==> config.mk <==
export PLATFORM = sky130hd
export DESIGN_NAME = mux_scan_ctrl
export DESIGN_NICKNAME = d
export VERILOG_FILES = /design/src/rtl/mux_scan_ctrl.sv
export SDC_FILE = /design/constraint.sdc
export NUM_CORES = 1
export LEC_CHECK = 0
export ABC_AREA = 1
export ABC_CLOCK_PERIOD_IN_PS = 2200
export BUFFER_PORTS_ARGS = -buffer_cell sky130_fd_sc_hd__buf_4
export CELL_PAD_IN_SITES_DETAIL_PLACEMENT = 0
export CELL_PAD_IN_SITES_GLOBAL_PLACEMENT = 2
export CORE_MARGIN = 5
export CORE_UTILIZATION = 35
export CTS_BUF_LIST = sky130_fd_sc_hd__clkbuf_4
export DETAILED_ROUTE_END_ITERATION = 6
export PLACE_DENSITY_LB_ADDON = 0.08
export SETUP_SLACK_MARGIN = 0.1
export SYNTH_ARGS = -nofsm -noshare
export SYNTH_HDL_FRONTEND = slang
export SYNTH_SLANG_ARGS = --single-unit
==> constraint.sdc <==
create_clock -name clk -period 2.2 [get_ports clk]
set_input_delay 0.11 -clock clk [delete_from_list [all_inputs] [get_ports clk]]
set_output_delay 0.11 -clock clk [all_outputs]
set_load 0.005 [all_outputs]
==> src/rtl/mux_scan_ctrl.sv <==
// mux_scan_ctrl: steps a 4:1 mux through its inputs, samples y after SETTLE cycles each, emits a 4-bit frame.
// Optional frame parity output enabled by defining MUX_SCAN_PARITY_EN.
module mux_scan_ctrl #(
  parameter int SETTLE = 2,
  parameter int CW     = 8
) (
  input  logic       clk,
  input  logic       rst_n,
  input  logic       start,
  input  logic       continuous,
  input  logic       y,
  output logic       s1,
  output logic       s0,
  output logic [3:0] frame,
  output logic       frame_valid,
  input  logic       frame_ready,
  output logic       busy
`ifdef MUX_SCAN_PARITY_EN
  ,
  output logic       frame_par
`endif
);
  typedef enum logic [1:0] {ST_IDLE, ST_SETTLE, ST_HOLD} state_t;
  localparam int SE = (SETTLE < 1) ? 1 : SETTLE;
  localparam logic [CW-1:0] LAST = CW'(SE - 1);
  state_t state_q, state_d;
  logic [1:0] sel_q, sel_d;
  logic [CW-1:0] cnt_q, cnt_d;
  logic [2:0] cap_q, cap_d;
  logic [3:0] frame_q, frame_d;
  logic fv_q, fv_d;
  always_ff @(posedge clk or negedge rst_n) begin
    if (!rst_n) begin
      state_q <= ST_IDLE;
      sel_q   <= '0;
      cnt_q   <= '0;
      cap_q   <= '0;
      frame_q <= '0;
      fv_q    <= 1'b0;
    end else begin
      state_q <= state_d;
      sel_q   <= sel_d;
      cnt_q   <= cnt_d;
      cap_q   <= cap_d;
      frame_q <= frame_d;
      fv_q    <= fv_d;
    end
  end
  always_comb begin
    state_d = state_q;
    sel_d   = sel_q;
    cnt_d   = cnt_q;
    cap_d   = cap_q;
    frame_d = frame_q;
    fv_d    = fv_q;
    case (state_q)
      ST_IDLE: if (start) begin
        state_d = ST_SETTLE;
        sel_d   = '0;
        cnt_d   = '0;
      end
      ST_SETTLE: if (cnt_q != LAST) cnt_d = cnt_q + 1'b1;
      else begin
        cnt_d = '0;
        if (sel_q != 2'd3) begin
          cap_d[sel_q] = y;
          sel_d        = sel_q + 2'd1;
        end else begin
          frame_d = {y, cap_q};
          fv_d    = 1'b1;
          sel_d   = '0;
          state_d = ST_HOLD;
        end
      end
      ST_HOLD: if (fv_q && frame_ready) begin
        fv_d    = 1'b0;
        cnt_d   = '0;
        sel_d   = '0;
        state_d = continuous ? ST_SETTLE : ST_IDLE;
      end
      default: state_d = ST_IDLE;
    endcase
  end
`ifdef MUX_SCAN_PARITY_EN
  logic par_q;
  always_ff @(posedge clk or negedge rst_n) begin
    if (!rst_n) par_q <= 1'b0;
    else par_q <= ^frame_d;
  end
  assign frame_par = par_q;
`endif
  assign {s1, s0}    = sel_q;
  assign frame       = frame_q;
  assign frame_valid = fv_q;
  assign busy        = state_q != ST_IDLE;
endmodule

# After elaboration in Yosys (flattened, before gate mapping)
# Index checks and enable logic that the tools add are counted.
[totals] ff_bits=20 latch_bits=0 mem_bits_rw=0 romBits=0 input_bits=6 out_inout_bits=8 wordCells=54 mem_count=0
[classes] addsub=2 multipliers=0 div=0 order_cmp=2 eq_ne=8 shifts=0 mux=22 n_bitwise=2 reduce_logical=12
[ops] operator="$mux W8" n=3
[ops] operator="$pmux W8 S3" n=1
[ops] operator="$mux W2" n=8
[ops] operator="$pmux W2 S3" n=2
[ops] operator="$reduce_and A4 Y1" n=3
[ops] operator="$ne A2 B2 Y1 const B" n=5
[ops] operator="$reduce_and A3 Y1" n=3
[ops] operator="$add A8 B1 Y8 const B" n=1
[ops] operator="$ne A8 B1 Y1 const B" n=1
[ops] operator="$mux W1" n=5
[ops] operator="$reduce_bool A2 Y1" n=2
[ops] operator="$bwmux W3" n=1
[ops] operator="$lt A2 B3 Y1 const B" n=1
[ops] operator="$reduce_bool A3 Y1" n=1
[ops] operator="$add A2 B1 Y2 const B" n=1
[ops] operator="$demux W1 S2" n=1
[ops] operator="$eq A2 B1 Y1 const B" n=1
[ops] operator="$eq A2 B2 Y1 const B" n=1
[ops] operator="$ge A2 B1 Y1 const B" n=1
[ops] operator="$logic_and A1 B1 Y1" n=2
[ops] operator="$logic_not A2 Y1" n=1
[ops] operator="$not A1 Y1" n=2
[ops] operator="$pmux W1 S2" n=1

# Longest topological paths before layout
[depth] ltp_word=5 depth_mapped=9 ltp_nobuf=9

# Least setup slack after synthesis
# Ideal clock, no wire load.
[synth_path] path_type="register -> register" from="reg cnt_q[1]" to="reg cap_q[1]" setup_time_ns=0.117 arrival_ns=1.123 required_ns=2.083 path_slack_ns=0.960 stages_incl_launch_ff=9 n_path_buf=1 period_less_slack_ns=1.240 path_cell_list="dfrtp_1 inv_1 ha_1 nand3_2 nor2_2 buf_6 nand3_1 nand2_1 nand2_1"
[synth_via] elab_chain_len=3
[synth_lines] element="start: declaration" line="28" source="logic [CW-1:0] cnt_q, cnt_d;"
[synth_lines] element="start signal: assignment" line="43" source="cnt_q <= cnt_d;"
[synth_lines] element="$ne A8 B1 Y1" line="62" source="ST_SETTLE: if (cnt_q != LAST) cnt_d = cnt_q + 1'b1;"
[synth_lines] element="$not A1 Y1 (no source line)"
[synth_lines] element="$reduce_and A3 Y1 (no source line)"
[synth_lines] element="end signal: assignment" line="44" source="cap_q <= cap_d;"
[synth_lines] element="end: declaration" line="29" source="logic [2:0] cap_q, cap_d;"
# No other way between the ends.
# A chain may end at the register's enable or synchronous reset.

# Worst setup path in the final report
[layout_path] from="reg cnt_q[1]" to="reg frame_q[3] (netlist: frame[3])"
[layout_via] elab_chain_len=3
[layout_lines] element="$ne A8 B1 Y1" line="62"
[layout_lines] element="$not A1 Y1 (no source line)"
[layout_lines] element="$reduce_and A3 Y1 (no source line)"
[layout_lines] element="end signal: assignment" line="45" source="frame_q <= frame_d;"
[layout_lines] element="end: declaration" line="30" source="logic [3:0] frame_q, frame_d;"
# No other way between the ends.

==> flow_summary.yaml <==
run_status:
  status: "finished clean"
setup_path:
  cp_slowest_stage_delay_ns: 0.42
  cp_data_required_time_ns: 2.43
  critical_path.most_common_cell: "nand2_1"
  critical_path_peak_fanout: 12
  crit_end_category: "flip-flop"
  timing.critical_path.slowest_stage_cell: "dfrtp_1"
  critPathKind: "flip-flop to flip-flop"
  critPathLaunchType: "flip-flop"
  crit_arrival_ns: 1.75
  critical_path.cell_chain: "inv_1, ha_1, nand3_2, nor2_2, nand2_2, nand2_1, nand2_1"
pwr:
  share_clk_of_total_power_pct: 17.8
  power.sequential.fraction_pct: 35.8
  p_switching_w: 0.000746
  switching_share_pct: 43.0
  powerDensity_nw_per_um2: 1270
  power.static_leakage_nw: 0.706
  power_frac_comb_pct: 46.4
  cell_internal_power_w: 0.000989
  total_power_w: 0.00174
  max-vdd-ir-drop_mv: 0.625
yosys:
  synth.most_common_cell: "nand2_1"
  ys.flop_type: "dfrtp_1"
  synth-edff-count: 0
  synthSimpleGateAreaFrac_pct: 33.9
  post_synth_main_area_contributors: "dfrtp_1 (43%), nand2_1 (13%), nand3_1 (9.1%)"
  synthesized_area_fraction_occupied_by_adder_cells_pct: 6.47
  synth_cells: 149
  number_of_warnings_reported_in_the_yosys_synthesis_log: 0
  synth_top_area_share_pct: 43.1
  mappedNetlistNets: 161
  synth.yosys.seq_area_share_pct: 43.1
  avg_inst_size_synth_um2: 7.79
  synth_compound_area_share_pct: 6.90
  synth.mux.area_fraction_pct: 0
  yosys_register_bits: 20
  top_cells_by_count_synth: "nand2_1 (41), nand3_1 (21), dfrtp_1 (20)"
  netlist-cell-type-count: 20
  synth_top_family_by_area: "simple AND/OR/NAND/NOR gates"
  mappedNetlistArea_um2: 1160
  synth_largest_area_cell: "dfrtp_1"
  synth-async-reset-ratio_pct: 100
  synth-xor-area-share_pct: 0.754
global_route:
  grt.overflow.total: 0
  antenna_found_initial: 0
  grt_pass1_wl_mm: 4.73
  first_global_vias: 1033
  grt.total_usage_pct: 13.7
  maximum_number_of_pins_on_one_net_before_global_route_repair: 21
clocking:
  clock_latency_late_sink_ns: 0.31
  post_cts.repair.setup_buffers: 0
  h_tree_levels: 1
  clock_sinks: 20
  cts_tree: "built"
  cts.root.buffer_cell: "clkbuf_4"
  clk_transition_reported_paths_ns: 0.14
  clock_path_buffers: 2
  tritoncts.num_buffers: 3
timing:
  final_max_slew_viol_count: 0
  worst_clock_skew_ns: 0.0194
  report.final.setup_viol: 0
  timing.final.hold_violations: 0
  fmax_mhz: 656
  final_min_period_over_clock_period_pct: 69.3
  relSlewSlack_pct: 68.4
  grt_setup_unrepaired: "no"
  worst_slew_pin_slew_ns: 0.474
  final.min_clock_period_ns: 1.52
  fin_setup_tns_ns: 0
die:
  io_pins: 14
  initial_core_util_pct: 35.4
  fp.dieW_um: 67.6
  fp-row-count: 21
  area_of_the_core_um2: 3280
  die_y_um: 67.6
  die-area_um2: 4570
detailed_routing:
  detail_route.first_pass.iterations: 4
  drt-wirelength-per-cell_um: 11.5
  post_drt_via_cell_ratio: 4.57
  drc: 0
  route.final.wire_length_mm: 2.44
  first_iter_violations: 32
  route.vias.total: 968
  antenna_nets_post_route: 0
hold_path:
  min-delay-path-class: "primary input to flip-flop"
flow_run:
  timing.max_cap.violations: 0
finish:
  nets_finish: 179
  num_antenna_cells: 0
  fillers: 360
  areaGrowthSynthToFinish_pct: 17.5
  final_layout_size_suffix_gt1_share_pct: 19.3
placement:
  io_buffers: 13
  dp_hpwl_mm: 1.88
  place_congestion: 0.753
power by group through the flow:
stage / sequential, W / clock, W / combinational, W
after floorplan: 0.000607 / 0 / 0.000607
after global placement: 0.000627 / 0 / 0.000808
after detailed placement: 0.000630 / 0 / 0.000810
after CTS: 0.000622 / 0.000320 / 0.000817
after global routing: 0.000645 / 0.000333 / 0.000958
final: 0.000621 / 0.000309 / 0.000805
worst max-delay path: cells and delay by family (launching register included):
kind | cells | cell delay [ns]
buf+inv | 1 | 0.07
fa+ha+maj | 1 | 0.17
flops | 1 | 0.42
simple gates | 5 | 0.78
per-stage QoR:
step	instances	area [um2]	hold slack, ns	setup WS (ns)	utilization [%]
6_report	212	1360	0.0517	0.676	41.5
4_1_cts	212	1360	0.0431	0.674	41.5
3_3_place_gp	207	1300	0.00847	0.744	39.6
2_1_floorplan	149	1160	-0.186	0.960	-
3_5_place_dp	207	1300	0.0107	0.676	39.6
5_1_grt	212	1360	0.0493	0.471	41.5
worst paths after layout:
check                          from       end  slack [ns]  depth (start not counted)
max                        cnt_q[1]  frame[3]        0.68                          7
min                               y  frame[3]        0.05                          3
max in group asynchronous     rst_n  cnt_q[4]        1.76                          2
min in group asynchronous     rst_n  cnt_q[2]        0.21                          2
max reg2reg                cnt_q[1]  frame[3]        0.68                          7
min reg2reg                frame[0]  frame[0]        0.49                          2
logic make-up after synthesis:
group,count (synthesis)
buf+inv,23
xor+xnor,1
simple gates,85
flops,20
fa+ha+maj,6
compound gates,14
state kept, by name (all words and copies together) (netlist names):
name	cells
frame_valid	1
state_q	2
sel_q	2
cnt_q	8
frame	4
cap_q	3
cell usage in the layout, fill, tap and decap left out:
cell and count:
buf_4 14, nor2_4 1, nor2_1 9, clkbuf_4 3, nand2_4 1, clkinv_2 1, ha_1 6, dlygate4sd3_1 1
inv_1 17, nand2_2 2, bufinv_16 1, o21ai_2 1, nand4_1 6, o21ai_0 11, inv_2 3, a21boi_2 1
nand3_2 1, nand2_1 41, a21oi_1 1, nor2_2 3, xor2_1 1, nand3_1 21, dfrtp_1 20
metal layers:
| layer | global-route usage (%) | vias to the layer above | share of wire [%] |
|---|---|---|---|
| met5 | 0 | - | 0 |
| met4 | 4.56 | 0 | 0.57 |
| met3 | 3.00 | 2 | 2.9 |
| met2 | 20.4 | 13 | 44 |
| met1 | 19.6 | 441 | 53 |
| li1 | - | 512 | - |
cell type report:
class | count | area (um2) | share of cell area [%]
timing repair buffer | 15 | 115 | 8.44
sequential | 20 | 500 | 36.7
tap | 46 | 57.6 | 4.22
clock inverter | 1 | 30.0 | 2.20
clock buffer | 3 | 22.5 | 1.65
multi-input combinational | 106 | 558 | 40.9
inverter | 21 | 80.1 | 5.87
what timing repair did:
item,CTS,global route
hold buffers,1,0
resized for setup,0,0
endpoints found under the hold margin,20,0
Power figures use the tool's default switching activity.
